`config.mk`:
```
export PLATFORM = sky130hd
export DESIGN_NAME = dpram_fifo_ctrl
export DESIGN_NICKNAME = d
export VERILOG_FILES = /design/src/rtl/dpram_fifo_ctrl.sv
export SDC_FILE = /design/constraint.sdc
export NUM_CORES = 1
export LEC_CHECK = 0
export CAP_MARGIN = 5
export CORE_UTILIZATION = 35
export DETAILED_ROUTE_END_ITERATION = 8
export GPL_ROUTABILITY_DRIVEN = 0
export GPL_TIMING_DRIVEN = 0
export PLACE_DENSITY = 0.78
export RECOVER_POWER = 100
export SYNTH_ARGS = -nofsm -noshare
export SYNTH_HDL_FRONTEND = slang
export SYNTH_SLANG_ARGS = --single-unit
```
`constraint.sdc`:
```
create_clock -name clK -period 3.46 [get_ports clK]
set_input_delay 0.692 -clock clK [delete_from_list [all_inputs] [get_ports clK]]
set_output_delay 0.692 -clock clK [all_outputs]
set_load 0.01 [all_outputs]
```
`src/rtl/dpram_fifo_ctrl.sv`:
```
// rtl/dpram_fifo_ctrl.sv - circular-buffer FIFO controller around one dpram (port A write, port B read)
module dpram_fifo_ctrl #(
   parameter int DATA     = 16,
   parameter int ADDR     = 5,
   parameter int AF_LEVEL = 28,
   parameter int AE_LEVEL = 4
) (
   input  logic            clK,
   input  logic            rst,
   input  logic            flush,
   input  logic            push_valid,
   output logic            push_ready,
   input  logic [DATA-1:0] push_data,
   output logic            pop_valid,
   input  logic            pop_ready,
   output logic [DATA-1:0] pop_data,
   output logic [ADDR:0]   count,
   output logic            full,
   output logic            empty,
   output logic            almost_full,
   output logic            almost_empty,
   output logic            overflow,
   output logic            underflow,
   output logic            ram_a_WR,
   output logic [ADDR-1:0] ram_a_ADDR,
   output logic [DATA-1:0] ram_a_data_IN,
   output logic            ram_b_WR,
   output logic [ADDR-1:0] ram_b_ADDR,
   input  logic [DATA-1:0] ram_b_data_OUT
);

   localparam logic [ADDR:0] ONE  = (ADDR+1)'(1);
   localparam logic [ADDR:0] AF_L = (ADDR+1)'(AF_LEVEL);
   localparam logic [ADDR:0] AE_L = (ADDR+1)'(AE_LEVEL);

   logic [ADDR:0] wr_ptr;
   logic [ADDR:0] rd_ptr;
   logic [ADDR:0] count_q;
   logic          overflow_q;
   logic          underflow_q;
   logic          push_fire;
   logic          pop_fire;

   // Extra wrap bit distinguishes full (MSBs differ) from empty (pointers equal).
   assign empty = (wr_ptr == rd_ptr);
   assign full  = (wr_ptr[ADDR] != rd_ptr[ADDR]) && (wr_ptr[ADDR-1:0] == rd_ptr[ADDR-1:0]);

   assign push_ready   = ~full;
   assign pop_valid    = ~empty;
   assign count        = count_q;
   assign almost_full  = (count_q >= AF_L);
   assign almost_empty = (count_q <= AE_L);
   assign overflow     = overflow_q;
   assign underflow    = underflow_q;

   assign push_fire = push_valid & ~full;
   assign pop_fire  = pop_ready & ~empty;

   assign ram_a_WR      = push_fire & ~flush & ~rst;
   assign ram_a_ADDR    = wr_ptr[ADDR-1:0];
   assign ram_a_data_IN = push_data;
   assign ram_b_WR      = 1'b0;
   assign ram_b_ADDR    = rd_ptr[ADDR-1:0];
   assign pop_data      = ram_b_data_OUT;

   always_ff @(posedge clK) begin
      if (rst || flush) begin
         wr_ptr      <= '0;
         rd_ptr      <= '0;
         count_q     <= '0;
         overflow_q  <= 1'b0;
         underflow_q <= 1'b0;
      end else begin
         if (push_fire)
            wr_ptr <= wr_ptr + ONE;
         if (pop_fire)
            rd_ptr <= rd_ptr + ONE;
         case ({push_fire, pop_fire})
            2'b10:   count_q <= count_q + ONE;
            2'b01:   count_q <= count_q - ONE;
            default: count_q <= count_q;
         endcase
         if (push_valid && full)
            overflow_q <= 1'b1;
         if (pop_ready && empty)
            underflow_q <= 1'b1;
      end
   end

endmodule

```
==> impl.org <==
** Route
- Detailed-route via count :: about 1,300
- DRC errors left :: 0
- Via density per instance :: 4.613
- The detail route stage leaves a number of antenna-violating nets equal to 0.
- The detailed router finished its first iteration with 37 violations.
- After detailed routing, the total wire length is 3122 um.
- Routed wire length per instance :: 10.69 um
- For this run, the detailed router's first-pass iteration total came to 4.

** Clocking
- Number of buffers inserted during clock tree synthesis :: 3
- CTS built an H-tree with a depth of 1.
- Post-CTS setup repair buffer count :: 0
- TritonCTS built the clock tree.
- Clock tree synthesis selected as its root buffer the cell sky130_fd_sc_hd__clkbuf_8.
- Number of sinks handled by clock tree synthesis :: 20
- Clock transition at the register clock pins on the worst setup and hold paths after CTS :: 0.08 ns
- In this run, post-CTS repair resized a total of 0 instances.
- The longest clock path from root to sink contains 2 buffers.
- In this run, post-CTS hold repair placed 0 buffers.
- Clock latency on the worst-skew pair :: 0.26 ns

** Global route
- Via count of the first global-routing pass :: roughly 1,200
- First-pass GRT wire length :: ~5000 um
- Global routing used 14.09% of the available tracks across all layers.
- Maximum number of pins on one net before global-route repair :: 13
- After global routing the overflow that remains totals 0.
- The initial antenna violation count is 0.

** Logic synthesis
- Dividing the synthesized area by the synthesized cell count gives 8.405 um2.
- For this run, the leading register cell type out of synthesis is sky130_fd_sc_hd__dfxtp_1.
- Synthesis produced a netlist whose cell count is 177.
- The Yosys step of the flow raised 0 warnings.
- Leading cell types by count after synthesis :: sky130_fd_sc_hd__buf_4, sky130_fd_sc_hd__dfxtp_1, sky130_fd_sc_hd__nor2_1
- The share of synthesized area in the top cell type comes to a little over a quarter.
- Counting distinct cell types in the post-synthesis netlist gives 37.
- The number of nets in the synthesized netlist is about 220.
- Sorting the synthesized cells by area gives the leading types as sky130_fd_sc_hd__dfxtp_1, sky130_fd_sc_hd__buf_4, sky130_fd_sc_hd__ha_1.
- Of all flip-flops after synthesis, the portion carrying an async set or reset was 0%.
- Post-Synthesis Cell Area :: 1488 um2
- Library cell occupying the most area in the post-synthesis netlist :: sky130_fd_sc_hd__dfxtp_1
- By instance count, the leading cell after synthesis is sky130_fd_sc_hd__buf_4.
- Number of synthesized flops with an enable pin :: 0
- For this run, the register share of the synthesized area comes to a little over a quarter.
- Yosys reg bits :: 20

** Floorplanning
- Die width :: 67.20 um
- Core region area :: 4029 um2
- Initial Util :: 36.93%
- 95 I/O pins were placed.
- Row generation in the floorplan step produced 23 rows.
- Die Area :: 4515 um2
- Measured along the y axis, the die boundary spans 67.20 um.

** Timing
- Max-slew violation count :: 0
- Between clock sinks in the finished design, the worst skew comes to 0.004848 ns.
- The worst path uses between 90 and 100% of the clock period.
- Final worst path period need :: 3.255 ns
- Worst rel slew slack :: 57.11%
- Final hold violation count :: 0
- Static timing analysis puts the maximum clock frequency at slightly above 300 MHz.
- Tightest Pin Transition :: 0.6409 ns
- Setup repair after global routing left no endpoint under its margin.
- Post-route setup TNS :: 0 ns
- Final setup violation count :: 0
- Fin Hold WS :: 0.4653 ns

** Setup path
- Crit path capture type :: output port
- Maximum fanout along the worst path :: 10
- Data arrives at the worst endpoint at 2.56 ns.
- For the worst setup path, the data required time is about 2.8 ns.
- Worst Setup Start Kind :: input port
- The critical path in this run is classified as input port to output port.

** Finish
- Net total in the final layout :: roughly 290
- Synth-to-Final Area Change :: 50.04%
- Leaving out filler cells and counting taps, the final layout contains a little under 300.
- The filler cells instantiated in the layout total 390.
- The post-route netlist has a little over a fifth of its cells at a drive strength greater than 1.
- Combined flip-flop and latch cell area :: 400.4 um2
- In the final layout, the multi-input gates occupy around 700 um2.
- Number of inserted diodes :: 0
- Final core area utilization :: 55.40%

** Placed design
- Once placement completed, the tool counted placed cells totaling ~290.
- The wire-length estimate of the detail-placed layout is roughly 2500 um.
- During placement, the flow inserted port buffers numbering 61.

** Pwr
- Across the VDD grid, the largest voltage drop is 0.0001551 V.
- Total power density per cell area :: 270.6 nW/um2
- In this run the static leakage power is 1.022 nW.

** Outcome
- The run finished with clean final reports.

** Min path
- The tightest min-delay check is of the register to register type.

** Job
- Number of max-cap violations :: 0
==> layout make-up <==
type,count,area share [%]
well taps,50,2.803
clock buffers,3,1.850
plain buffers,46,15.30
inverters,8,1.345
flip-flops and latches,20,17.94
repair buffers,61,27.35
clock inverters,1,1.345
multi-input cells,103,32.06
==> flip-flops by register name (all words and copies together), names as in the netlist <==
register	count
count	6
wr_ptr	6
underflow	1
overflow	1
rd_ptr	6
==> layout by cell type (no fill, tap or decap), drive strengths merged, types with 2 or more instances in the layout <==
master	n
a21o	2
a21oi	8
buf	44
clkbuf	5
clkdlybuf4s50	2
dfxtp	20
dlygate4sd3	59
ha	7
inv	8
nand2	6
nand3	6
nand3b	2
nand4	3
nor2	17
nor4b	3
o211ai	6
o21ai	8
o31ai	2
or4	4
xnor2	9
xor2	7
==> critical path: stages <==
cell and delay (ns):
sky130_fd_sc_hd__clkdlybuf4s50_1 0.41, sky130_fd_sc_hd__or2_2 0.30, sky130_fd_sc_hd__buf_6 0.14, sky130_fd_sc_hd__clkbuf_1 0.24
sky130_fd_sc_hd__nor2_1 0.16, sky130_fd_sc_hd__dlygate4sd3_1 0.62
==> logic make-up (layout without fill, tap and decap cells) <==
kind of cell,after synthesis,in the layout,synth area share (%)
AOI/OAI and AO/OA,29,29,12.87
buffers and inverters,54,119,24.98
and+or+nand+nor,48,48,17.66
other,1,1,0.2521
xor gates and xnor gates,16,16,9.420
muxes,1,1,0.6729
adders and majority gates,8,8,7.233
DFF,20,20,26.91
==> final timing paths <==
kind                                start  cells past startpoint  slack [ns]        to
worst min-delay path             overflow                      2        0.47  overflow
worst max register to register  wr_ptr[0]                     11        0.48  count[5]
worst min register to register   overflow                      2        0.47  overflow
worst max-delay path                flush                      6        0.20  ram_a_WR
==> routing by layer <==
metal / part of all wire [%] / vias to the layer above / global-route usage (%) / wire (um)
li1: - / 694 / - / -
met1: 44 / 596 / 17.62 / 1379
met2: 49 / 53 / 24.75 / 1544
met3: 5.6 / 4 / 2.703 / 174
met4: 0.74 / 0 / 3.191 / 23
met5: 0 / - / 0 / 0
==> where the power goes <==
part	internal [mW]	total (mW)	leakage, nW	switching [mW]
Sequential	0.233	0.238	0.162	0.00498
Combinational	0.0753	0.130	0.825	0.0546
Clock	0.154	0.236	0.0357	0.0813
==> per-stage QoR <==
| step | cell area, um2 | power, mW | setup slack, ns |
|---|---|---|---|
| finish | 2232 | 0.6040 | 0.2046 |
| global route | 2232 | 0.6272 | 0.09794 |
| CTS | 2232 | 0.6195 | 0.2221 |
| detailed placement | 2161 | 0.3855 | 0.2434 |
| global placement | 2161 | 0.3842 | 0.2020 |
| floorplan | 1488 | 0.3211 | 0.8506 |
Note: power is estimated with default switching activity, not from simulation.
